File: config.mk
export PLATFORM = sky130hd
export DESIGN_NAME = branch_resolver
export DESIGN_NICKNAME = d
export VERILOG_FILES = /design/src/rtl/branch_pkg.sv /design/src/rtl/branch_cond_eval.sv /design/src/rtl/branch_resolver.sv
export SDC_FILE = /design/constraint.sdc
export NUM_CORES = 1
export LEC_CHECK = 0
export BUFFER_PORTS_ARGS = -buffer_cell sky130_fd_sc_hd__buf_2
export CORE_MARGIN = 4
export CORE_UTILIZATION = 35
export DETAILED_ROUTE_END_ITERATION = 8
export GPL_TIMING_DRIVEN = 1
export PLACE_DENSITY = 0.64
export REMOVE_ABC_BUFFERS = 1
export SLEW_MARGIN = 20
export SYNTH_ARGS = -nofsm -noshare
export SYNTH_HDL_FRONTEND = slang
export SYNTH_SLANG_ARGS = --single-unit
export TNS_END_PERCENT = 1
File: constraint.sdc
create_clock -name clk -period 2.9 [get_ports clk]
set_input_delay 0.58 -clock clk [delete_from_list [all_inputs] [get_ports clk]]
set_output_delay 0.58 -clock clk [all_outputs]
set_load 0.005 [all_outputs]
File: src/rtl/branch_pkg.sv
// Shared types and constants for the branch resolver: condition codes,
// 2-bit predictor counter states and the counter update helper.
package branch_pkg;

  typedef enum logic [2:0] {
    COND_NONE = 3'd0,
    COND_JUMP = 3'd1,
    COND_BEZ  = 3'd2,
    COND_BNE  = 3'd3,
    COND_BEQ  = 3'd4,
    COND_BLT  = 3'd5,
    COND_BGE  = 3'd6,
    COND_BLTU = 3'd7
  } cond_t;

  localparam logic [1:0] CTR_SNT = 2'b00;
  localparam logic [1:0] CTR_WNT = 2'b01;
  localparam logic [1:0] CTR_WT  = 2'b10;
  localparam logic [1:0] CTR_ST  = 2'b11;

  localparam int DEFAULT_BHT_ENTRIES = 16;

  // Saturating step of a 2-bit predictor counter toward the actual outcome.
  function automatic logic [1:0] ctr_next(input logic [1:0] ctr, input logic taken);
    logic [1:0] nxt;
    nxt = ctr;
    if (taken && (ctr != CTR_ST)) begin
      nxt = ctr + 2'd1;
    end else if (!taken && (ctr != CTR_SNT)) begin
      nxt = ctr - 2'd1;
    end
    return nxt;
  endfunction

endpackage

File: src/rtl/branch_cond_eval.sv
// Purely combinational branch condition evaluation: maps a condition code
// and two operands to the actual taken/not-taken outcome.
module branch_cond_eval
  import branch_pkg::*;
#(
  parameter int WORD_LEN = 32
) (
  input  logic [2:0]          cond,
  input  logic [WORD_LEN-1:0] reg1,
  input  logic [WORD_LEN-1:0] reg2,
  output logic                taken
);

  always_comb begin
    taken = 1'b0;
    case (cond_t'(cond))
      COND_NONE: taken = 1'b0;
      COND_JUMP: taken = 1'b1;
      COND_BEZ:  taken = (reg1 == '0);
      COND_BNE:  taken = (reg1 != reg2);
      COND_BEQ:  taken = (reg1 == reg2);
      COND_BLT:  taken = ($signed(reg1) <  $signed(reg2));
      COND_BGE:  taken = ($signed(reg1) >= $signed(reg2));
      COND_BLTU: taken = (reg1 < reg2);
      default:   taken = 1'b0;
    endcase
  end

endmodule

File: src/rtl/branch_resolver.sv
// Branch resolver: resolves EX-stage branches, trains a direct-mapped table
// of 2-bit counters for fetch prediction and flags mispredictions.
module branch_resolver
  import branch_pkg::*;
#(
  parameter int WORD_LEN    = 32,
  parameter int BHT_ENTRIES = DEFAULT_BHT_ENTRIES,
  parameter int CNT_WIDTH   = 16
) (
  input  logic                 clk,
  input  logic                 rst,
  input  logic [WORD_LEN-1:0]  if_pc,
  output logic                 pred_taken,
  input  logic                 ex_valid,
  input  logic                 ex_stall,
  input  logic [2:0]           ex_cond,
  input  logic [WORD_LEN-1:0]  ex_pc,
  input  logic [WORD_LEN-1:0]  ex_target,
  input  logic                 ex_pred_taken,
  input  logic [WORD_LEN-1:0]  reg1,
  input  logic [WORD_LEN-1:0]  reg2,
  output logic                 br_taken,
  output logic                 flush,
  output logic [WORD_LEN-1:0]  redirect_pc,
  output logic [CNT_WIDTH-1:0] mispredict_cnt
);

  localparam int IDX = $clog2(BHT_ENTRIES);

  logic [1:0]           bht_q [BHT_ENTRIES];
  logic [1:0]           bht_d [BHT_ENTRIES];
  logic                 br_taken_q, br_taken_d;
  logic                 flush_q, flush_d;
  logic [WORD_LEN-1:0]  redirect_pc_q, redirect_pc_d;
  logic [CNT_WIDTH-1:0] mispredict_cnt_q, mispredict_cnt_d;

  logic [IDX-1:0] lookup_idx;
  logic [IDX-1:0] update_idx;
  logic           accept;
  logic           ex_taken;
  logic           mispredict;
  logic           unused_pc_bits;

  branch_cond_eval #(
    .WORD_LEN(WORD_LEN)
  ) u_cond_eval (
    .cond  (ex_cond),
    .reg1  (reg1),
    .reg2  (reg2),
    .taken (ex_taken)
  );

  // Word-aligned index, no tag: aliasing PCs share a counter.
  assign lookup_idx     = if_pc[IDX+1:2];
  assign update_idx     = ex_pc[IDX+1:2];
  assign unused_pc_bits = ^{if_pc[WORD_LEN-1:IDX+2], if_pc[1:0]};

  assign pred_taken = bht_q[lookup_idx][1];

  assign accept     = ex_valid && !ex_stall && (ex_cond != COND_NONE);
  assign mispredict = ex_taken ^ ex_pred_taken;

  always_comb begin
    bht_d            = bht_q;
    br_taken_d       = br_taken_q;
    flush_d          = 1'b0;
    redirect_pc_d    = redirect_pc_q;
    mispredict_cnt_d = mispredict_cnt_q;
    if (accept) begin
      br_taken_d    = ex_taken;
      flush_d       = mispredict;
      redirect_pc_d = ex_taken ? ex_target : (ex_pc + WORD_LEN'(4));
      if (mispredict && !(&mispredict_cnt_q)) begin
        mispredict_cnt_d = mispredict_cnt_q + CNT_WIDTH'(1);
      end
      // Unconditional jumps carry no history worth learning.
      if (ex_cond != COND_JUMP) begin
        bht_d[update_idx] = ctr_next(bht_q[update_idx], ex_taken);
      end
    end
  end

  always_ff @(posedge clk or posedge rst) begin
    if (rst) begin
      for (int i = 0; i < BHT_ENTRIES; i++) begin
        bht_q[i] <= CTR_WNT;
      end
      br_taken_q       <= 1'b0;
      flush_q          <= 1'b0;
      redirect_pc_q    <= '0;
      mispredict_cnt_q <= '0;
    end else begin
      bht_q            <= bht_d;
      br_taken_q       <= br_taken_d;
      flush_q          <= flush_d;
      redirect_pc_q    <= redirect_pc_d;
      mispredict_cnt_q <= mispredict_cnt_d;
    end
  end

  assign br_taken       = br_taken_q;
  assign flush          = flush_q;
  assign redirect_pc    = redirect_pc_q;
  assign mispredict_cnt = mispredict_cnt_q;

endmodule

* Word-level counts from Yosys, hierarchy flattened
Cells that the tools add are included.
** Cells by class
- Order comparisons :: 6
- $add $sub $neg :: 4
- Reductions and logical operators :: 16
- Muxes and demuxes :: 16
- Equality and inequality tests :: 11
- Bitwise operators :: 3
** Operators with widths (count)
- $lt A32 B32 Y1 :: 2
- $add A32 B3 Y32 const B :: 1
- $bwmux W32 :: 1
- $eq A32 B32 Y1 :: 1
- $ge A32 B32 Y1 :: 1
- $logic_not A32 Y1 :: 1
- $mux W32 :: 1
- $ne A32 B32 Y1 :: 1
- $mux W2 :: 9
- $add A16 B1 Y16 const B :: 1
- $bmux W2 S4 :: 2
- $reduce_and A16 Y1 :: 1
- $eq A3 B3 Y1 const B :: 4
- $ge A5 B5 Y1 const B :: 2
- $not A4 Y5 :: 2
- $demux W2 S4 :: 1
- $pmux W1 S8 :: 1
- $eq A3 B2 Y1 const B :: 2
- $logic_and A1 B1 Y1 :: 6
- $lt A5 B1 Y1 const B :: 1
- $reduce_and A2 Y1 :: 2
- $eq A3 B1 Y1 const B :: 1
- $logic_not A1 Y1 :: 3
- $logic_not A3 Y1 :: 1
- other kinds (8) :: 8
** Storage, ports and cells
- Flip-flop bits (word level) :: 82
- Word-level logic and storage cells :: 76
- Output and inout bits :: 51
- Bits of input ports :: 168

* Depth between registers and ports, before layout
Gate-level depths: netlist of the first run.
- Word-level depth :: 11
- Mapped depth :: 12
- Gate-level depth less buffers :: 11

* Cells and area by module
Synthesis of the first run repeated with hierarchy kept, for this count alone.
** Second synthesis, totals
- Cells, all modules :: 602
- Area total of the unflattened synthesis :: 5778.0 sq um
** By module, submodules not included
- branch_resolver :: times used 1, cells each 464, seq. area each 2072.0 sq um, area an instance 4794.6 sq um
- branch_cond_eval :: times used 1, cells each 138, seq. area each 0.0 sq um, area an instance 983.4 sq um

* Worst setup path after synthesis of the first run
Ideal clock, no wire load.
- Kind :: input port to flip-flop
- From :: in reg2[30]
- To :: reg mispredict_cnt_q[4] (netlist: mispredict_cnt[4])
- Slack :: -0.410 ns
- Buffers on the path :: 1
- Stages on the path :: 12
- Data arrival time :: 3.186 ns
- Setup time :: 0.124 ns
- Required time :: 2.776 ns
- Path through :: inv_1 > ha_1 > nand4_1 > nor3_1 > a221oi_1 > a21boi_1 > o41a_1 > a211oi_4 > xnor2_1 > buf_2 > nand4_1 > xnor2_1
** Between the ends
- Cells in the longest elaborated chain, start to end :: 5
- Elaborated cells on any way between the ends :: 9
- Classes of those cells :: 3 x order compare; 2 x eq/ne; 1 x mux; 1 x bitwise; 2 x reduce/logical
** RTL lines
- start: declaration :: RTL line branch_resolver.sv:21 : input logic [WORD_LEN-1:0] reg2,
- $lt A32 B32 Y1 (tied with other cells) :: RTL line branch_cond_eval.sv:24 : COND_BLTU: taken = (reg1 < reg2);
- $pmux W1 S8 (*) :: RTL line branch_cond_eval.sv:16 : case (cond_t'(cond))
- $xor A1 B1 Y1 (*) :: RTL line branch_resolver.sv:61 : assign mispredict = ex_taken ^ ex_pred_taken;
- $logic_and A1 B1 Y1 (*) :: RTL line branch_resolver.sv:73 : if (mispredict && !(&mispredict_cnt_q)) begin
- $reduce_and A2 Y1 (no line) (*)
- end signal: assignment :: RTL line branch_resolver.sv:97 : mispredict_cnt_q <= mispredict_cnt_d;
- end: declaration :: RTL line branch_resolver.sv:35 : logic [CNT_WIDTH-1:0] mispredict_cnt_q, mispredict_cnt_d;
Every way passes the cells marked *; elsewhere a longest branch is shown, timed or not.
A chain may end at the register's enable or synchronous reset.

* Worst setup path after layout of the first run
- From :: in reg2[25]
- To :: reg mispredict_cnt_q[13] (netlist: mispredict_cnt[13])
The elaborated chain is that of the path after synthesis.

==> results of run 1 <==
-- power by group through the flow --
stage / Combinational [mW] / Sequential [mW] / Clock, mW
after floorplan: 0.777 / 1.62 / 0
after global placement: 1.44 / 1.64 / 0
after detailed placement: 1.46 / 1.64 / 0
after CTS: 1.61 / 1.63 / 1.19
after global routing: 1.90 / 1.67 / 1.24
final: 1.73 / 1.63 / 1.16
-- cell type report --
type / instances / area (um^2) / share of cell area
multi-input cells: 453 / 3570 / 0.445
flip-flops and latches: 82 / 2070 / 0.258
repair buffers: 253 / 1650 / 0.205
well taps: 211 / 264 / 0.0329
clock buffers: 12 / 256 / 0.0319
inverters: 43 / 170 / 0.0212
clock inverters: 4 / 50.0 / 0.00623
-- cells in the mapped netlist, types with 3 or more instances --
cell	number	area share
and3_1	12	0.014
ha_1	39	0.088
dfrtp_1	66	0.30
a21oi_1	14	0.013
nand2_1	105	0.071
dfstp_2	16	0.076
nor4_1	11	0.012
buf_2	6	0.0054
mux4_2	15	0.061
and4_1	4	0.0063
nand3_1	25	0.023
o21ai_0	61	0.055
and2_1	10	0.011
nor2_1	10	0.0068
a221oi_1	4	0.0063
nor2b_1	5	0.0056
nor3_1	8	0.0072
a31oi_1	4	0.0045
mux2i_1	16	0.029
inv_1	42	0.028
xnor2_1	34	0.054
xor2_1	9	0.014
nand4_1	17	0.019
o21ai_1	12	0.011
mux2_2	17	0.035
nand2b_1	3	0.0034
clkbuf_1	13	0.0088
-- cell families (layout without fill, tap and decap cells) --
group,Yosys count,in the layout
simple gates,216,216
compound gates,106,106
flops,82,82
buf+inv,64,312
mux,48,48
xor+xnor,44,44
fa+ha+maj,39,39
-- flip-flops by register name, summed over array words and instances (netlist names) --
| name | count |
|---|---|
| redirect_pc | 32 |
| mispredict_cnt | 16 |
| flush | 1 |
| bht_q | 32 |
| br_taken | 1 |
-- path summary, 6_finish.rpt --
| kind | from | end | slack [ps] | depth (start not counted) |
|---|---|---|---|---|
| max in group asynchronous | rst | bht_q[28] | 1840 | 3 |
| min in group clk | bht_q[22] | bht_q[22] | 460 | 2 |
| setup reg to reg | bht_q[1] | bht_q[17] | 170 | 8 |
| hold / removal | rst | redirect_pc[0] | 330 | 2 |
| setup / recovery | reg2[25] | mispredict_cnt[13] | -260 | 16 |
| hold reg to reg | bht_q[22] | bht_q[22] | 460 | 2 |
-- per-stage QoR --
| stage | total power [mW] | instances |
|---|---|---|
| floorplan | 2.40 | 578 |
| global placement | 3.07 | 1027 |
| detailed placement | 3.11 | 1027 |
| CTS | 4.44 | 1051 |
| global route | 4.81 | 1058 |
| finish | 4.52 | 1058 |
-- repair_timing --
| action | 4_1_cts | 5_1_grt |
|---|---|---|
| pin swaps | 15 | 27 |
| setup buffers | 7 | 4 |
| gates cloned | 1 | 3 |
| resized for setup | 49 | 49 |
| setup endpoints to repair | 81 | 82 |
-- routing by layer --
metal  GRT usage  part of all wire
met4      0.0480             0.017
met2       0.297              0.48
met5           0                 0
met3      0.0424             0.070
met1       0.227              0.43
==> qor.txt, run 1 <==
Clock Power Share - 0.257
RSZ-0062 raised after global routing - yes
Total global-route track usage - 0.176
Die footprint - 0.0179 mm^2
CP peak stage delay - 480 ps
Final nets - 1049
Setup Skew - 5.13 ps
Boundary pin count - 219
ANT cells - 0
Hold Slack - 327 ps
Min-delay worst type - input pin to async pin
Failing checks - setup timing
Seq/Total Area, Yosys - 0.374
Port-buffer cells - 190
Initial core utilization - 0.361
Core footprint - 0.0154 mm^2
WS Path Type - input pin to register
Worst setup EP type - register
Ys async rst share - 1.00
TNS Setup - -13630 ps
Tcrit/Tclk final - 1.09
GP Congestion - 0.830
Leak pwr - 3.87 nW
Clock latency on the worst-skew pair - 330 ps
Sw Pwr - 1.43 mW
Chip height - 134 um
Largest family of logic cells by synthesized area - simple AND/OR/NAND/NOR gates
Leading register cell type out of synthesis - dfrtp_1
Fillcell total - 1428
Number of enable flip-flop cells after synthesis - 0
P_int - 3.08 mW
Area delta synth->final - 44.9%
First-pass DRT Iterations - 5
Yosys Warn Count - 0
F_max - 0.317 GHz
Max-cap violation count - 0
Most common cell after layout, fill and taps aside - buf_2
Grt ovf - 0
CP Cell Sequence - buf_2 -> inv_2 -> ha_4 -> nand4_1 -> buf_4 -> nor2_4 -> a22oi_2 -> and3b_2 -> o41a_1 -> a211oi_4 -> buf_6 -> xnor2_4 -> buf_6 -> buf_6 -> nand3_2 -> xnor2_1
Most frequent cells in the layout - buf_2 (178), nand2_1 (105), dfrtp_1 (66)
Setup-failing EPs final - 82
Final wirelength - 16.6 mm
Die W - 134 um
Detail Route Antenna Nets - 0
Critical path arrival - 3370 ps
Final Hold Vio Count - 0
Compound-gate portion of the synthesized area - 0.109
Post-synthesis adder-cell area fraction - 0.0880
Place WS - -653 ps
Std cell rows - 45
Max H-tree Level - 3
Vias - 5224
Cells after Synth - 599
DP Wirelength - 12.0 mm
CP Buf/Inv Count - 6
Net Sw Frac - 0.317
Most frequent CP cell - buf_6
Xor and xnor fraction of the mapped netlist area - 0.0709
Worst Tran Pin Value - 800 ps
Startpoint types - input pin
Synthesized area - 0.00554 mm^2
CP top delay family - compound AO/OA/AOI/OAI gates
Largest net degree at the start of global routing - 69
Mux cell area share after synthesis - 0.124
Hold bufs inserted after CTS - 0
Sequential power share - 0.361
Combinational Power Share - 0.382
Design area - 0.00803 mm^2
Final min period - 3160 ps
Avg Inst Size Synth - 9.25 um^2
Share of layout cells above drive strength 1 - 0.437
DRT iter0 DRCs - 164
Crit-path max FO - 6
Dpl cell area - 0.00711 mm^2
Outcome - finished with violations
First-pass GRT wire length - 25.9 mm
DRC Markers - 0
Clock Path Buffers - 2
Num CTS Buffers - 9
Slew Viols, Final - 0
CTS tree - done
Routed wire per std cell - 15.7 um
Final setup margin - -256 ps
Vias per cell - 4.94
Number of global-route vias before repair - 5321
Util after Layout - 0.523
Register bit total from synthesis - 82
Crit path required time - 3110 ps
Yosys cell types - 47
Worst slew margin - 0.464
Power Dens Cells - 562 mW/mm^2
Slowest cell on the critical path - o41a_1
Initial antenna violation count - 0
Clk root buf - clkbuf_16
CTS sink count - 82
Worst-path clk slew - 60 ps
Synth Area in Simple Gates - 0.188
Peak VDD IR - 0.290 mV
No activity file was read; power rests on OpenSTA's default activity.
==> run 2, diff against run 1 <==
- SYNTH_HIERARCHICAL: unset -> 1
==> qor.txt, run 2 <==
Outcome - finished with violations
Failing checks - setup timing
WS Path Type - input pin to register
GP Congestion - 0.908 (+9.4%)
Seq/Total Area, Yosys - 0.359 (-0.0152)
Most frequent cells after synthesis - dfrtp_1 (66), nand2_1 (53), inv_1 (45)
Die footprint - 0.0186 mm^2 (+4.0%)
Share of layout cells above drive strength 1 - 0.441 (+0.00413)
Share of the synthesized area in the top cell type - 0.286 (-0.0121)
Boundary pin count - 219 (unchanged)
Finished Layout Cells - 1046 (-1.1%)
Setup-failing EPs final - 73 (-11%)
CP Capture Point - mispredict_cnt[15]
Total power - 4.39 mW (-2.8%)
Avg Inst Size Synth - 9.60 um^2 (+3.7%)
Final min period - 3570 ps (+409 ps)
Worst slew margin - 0.578 (+0.114)
Leak pwr - 3.73 nW (-3.4%)
Yosys Warn Count - 6 (+6)
Clock latency on the worst-skew pair - 350 ps (+20 ps)
DRT iter0 DRCs - 229 (+40%)
First-pass DRT Iterations - 4 (-1)
F_max - 0.280 GHz (-11%)
Dpl cell area - 0.00728 mm^2 (+2.4%)
Detail Route Antenna Nets - 0 (unchanged)
Cells after Synth - 602 (+0.50%)
Vias per cell - 5.03 (+1.9%)
Reg2reg end - bht_q[18]
DRC Markers - 0 (unchanged)
Initial antenna violation count - 0 (unchanged)
Tcrit/Tclk final - 1.23 (+0.141)
Place WS - -1190 ps (-536 ps)
Hold Slack - 184 ps (-143 ps)
Reg2Reg Launch Point - bht_q[8]
Most common cell after layout, fill and taps aside - buf_2
Port-buffer cells - 190 (unchanged)
Worst setup EP type - register
Vias - 5265 (+0.78%)
Worst Tran Pin Value - 633 ps (-167 ps)
Post-synth top area cell - dfrtp_1
RSZ-0062 raised after global routing - yes
FF-to-FF path depth - 6 (-2)
Peak VDD IR - 0.325 mV (+12%)
First-pass GRT wire length - 26.3 mm (+1.7%)
Worst-path clk slew - 70 ps (about the same)
Design area - 0.00777 mm^2 (-3.3%)
Startpoint types - input pin
Std cell rows - 46 (+2.2%)
DP Wirelength - 13.4 mm (+12%)
CTS sink count - 82 (unchanged)
Placed Cells - 1030 (+0.29%)
Yosys cell types - 57 (+21%)
Met3 Use GR - 0.0377 (-0.00464)
Initial core utilization - 0.360 (-0.000777)
Crit-path max FO - 4 (-2)
Area delta synth->final - 34.5%
Most frequent cells in the layout - buf_2 (188), dfrtp_1 (66), nand2_1 (53)
Post-CTS Setup Inserts - 0 (-7)
Power Dens Cells - 565 mW/mm^2 (+0.50%)
Grt ovf - 0 (unchanged)
Core footprint - 0.0161 mm^2 (+4.5%)
Min-delay worst type - input pin to async pin
GR Util met2 - 0.294 (-0.00266)
R2r setup slk - 330 ps (+160 ps)
Clk root buf - clkbuf_16
Final setup margin - -666 ps (-409 ps)
Final nets - 1032 (-1.6%)
Slew Viols, Final - 0 (unchanged)
Max H-tree Level - 3 (unchanged)
Clock Path Buffers - 2 (unchanged)
Total global-route track usage - 0.180 (+0.00370)
Ys async rst share - 1.00 (unchanged)
Synth top area cells - dfrtp_1 (29%), ha_1 (8.4%), mux2_2 (7.4%)
CP Cell Sequence - buf_2 -> ha_1 -> and4_4 -> nor4b_4 -> a21bo_1 -> o211ai_2 -> a21oi_2 -> xor2_1 -> a221o_2 -> xnor2_2 -> or4b_4 -> or2_4 -> nor3_4 -> mux2_4
Leading register cell type out of synthesis - dfrtp_1
Max-cap violation count - 0 (unchanged)
Number of global-route vias before repair - 5189 (-2.5%)
Most Used Layer, Global Route - met2
Slowest cell on the critical path - or4b_4
Crit path required time - 3130 ps (+20 ps)
Largest net degree at the start of global routing - 41 (-41%)
Num CTS Buffers - 9 (unchanged)
Final wirelength - 16.9 mm (+1.9%)
Top-count cell post-synth - dfrtp_1
Fillcell total - 1522 (+6.6%)
Routed wire per std cell - 16.2 um (+3.1%)
Register bit total from synthesis - 82 (unchanged)
Chip height - 136 um (+2.0%)
Number of enable flip-flop cells after synthesis - 0 (unchanged)
Critical path arrival - 3790 ps (+420 ps)
Final Hold Vio Count - 0 (unchanged)
Synthesized area - 0.00578 mm^2 (+4.2%)
Setup Skew - 7.32 ps (+2.18 ps)
M1 GR Usage - 0.238 (+0.0111)
Critical path startpoint - reg1[11]
CTS tree - done
CP peak stage delay - 500 ps (+20 ps)
Die W - 136 um (+2.0%)
ANT cells - 0 (unchanged)
[run 2: changes by cell type in the layout (fill, tap and decap cells not counted), sizes merged, moves of 10 or more]
| cell | change |
|---|---|
| nand2 | -51 |
| mux2 | +22 |
| o22ai | +10 |
| nor4 | +12 |
| buf | -11 |
| o21ai | -44 |
| a21oi | +22 |
| nor2 | +25 |
[run 2: cell type report]
cell class | instances | area [um^2] | area share
repair buffers | 239 | 1380 | 0.177
multi-input cells | 447 | 3530 | 0.455
clock buffers | 9 | 225 | 0.0290
well taps | 216 | 270 | 0.0348
flip-flops and latches | 82 | 2070 | 0.267
inverters | 46 | 176 | 0.0227
clock inverters | 7 | 116 | 0.0150
[run 2: critical path, delay by kind of cell]
| family | cells | cell delay, ps |
|---|---|---|
| AND/OR/NAND/NOR | 5 | 1360 |
| XOR/XNOR | 2 | 290 |
| AO/OA/AOI/OAI | 4 | 830 |
| buffers and inverters | 1 | 110 |
| multiplexers | 1 | 310 |
| adder cells (fa/ha/maj) | 1 | 310 |
[run 2: cells by family after synthesis]
group,synth area share
buffers and inverters,0.0502
AO/OA/AOI/OAI,0.106
XOR/XNOR,0.0667
multiplexers,0.137
AND/OR/NAND/NOR,0.197
adder cells (fa/ha/maj),0.0845
flip-flops,0.359
[run 2: repair_timing]
action,CTS,global route
pin swaps,2,3
hold buffers,0,0
setup endpoints to repair,75,80
endpoints found under the hold margin,0,0
gates resized for setup,7,27
[run 2: stage by stage]
step / setup TNS (ps) / utilization
6_report: -28290 / 0.484
5_1_grt: -40940 / 0.484
4_1_cts: -31550 / 0.477
3_5_place_dp: -65300 / 0.453
3_3_place_gp: -63260 / 0.453
2_1_floorplan: -82090 / -
[run 2: metal layers]
metal / up-vias / wire (um)
li1: 2598 / -
met5: - / 0
met3: 21 / 1000
met1: 2503 / 7640
met2: 143 / 7960
met4: 0 / 288
[run 2: worst min path at each step]
stage,end,slack (ps),cells past startpoint,startpoint
after floorplan,br_taken,470,2,br_taken
after global placement,redirect_pc[4],460,2,redirect_pc[4]
after detailed placement,redirect_pc[10],470,2,redirect_pc[10]
after CTS,redirect_pc[19],180,2,rst
after global routing,redirect_pc[14],200,2,rst
final,redirect_pc[17],180,2,rst
[run 2: where the power goes]
part | internal (mW) | switching [mW]
combinational | 0.724 | 0.647
clock | 0.842 | 0.491
sequential | 1.50 | 0.188
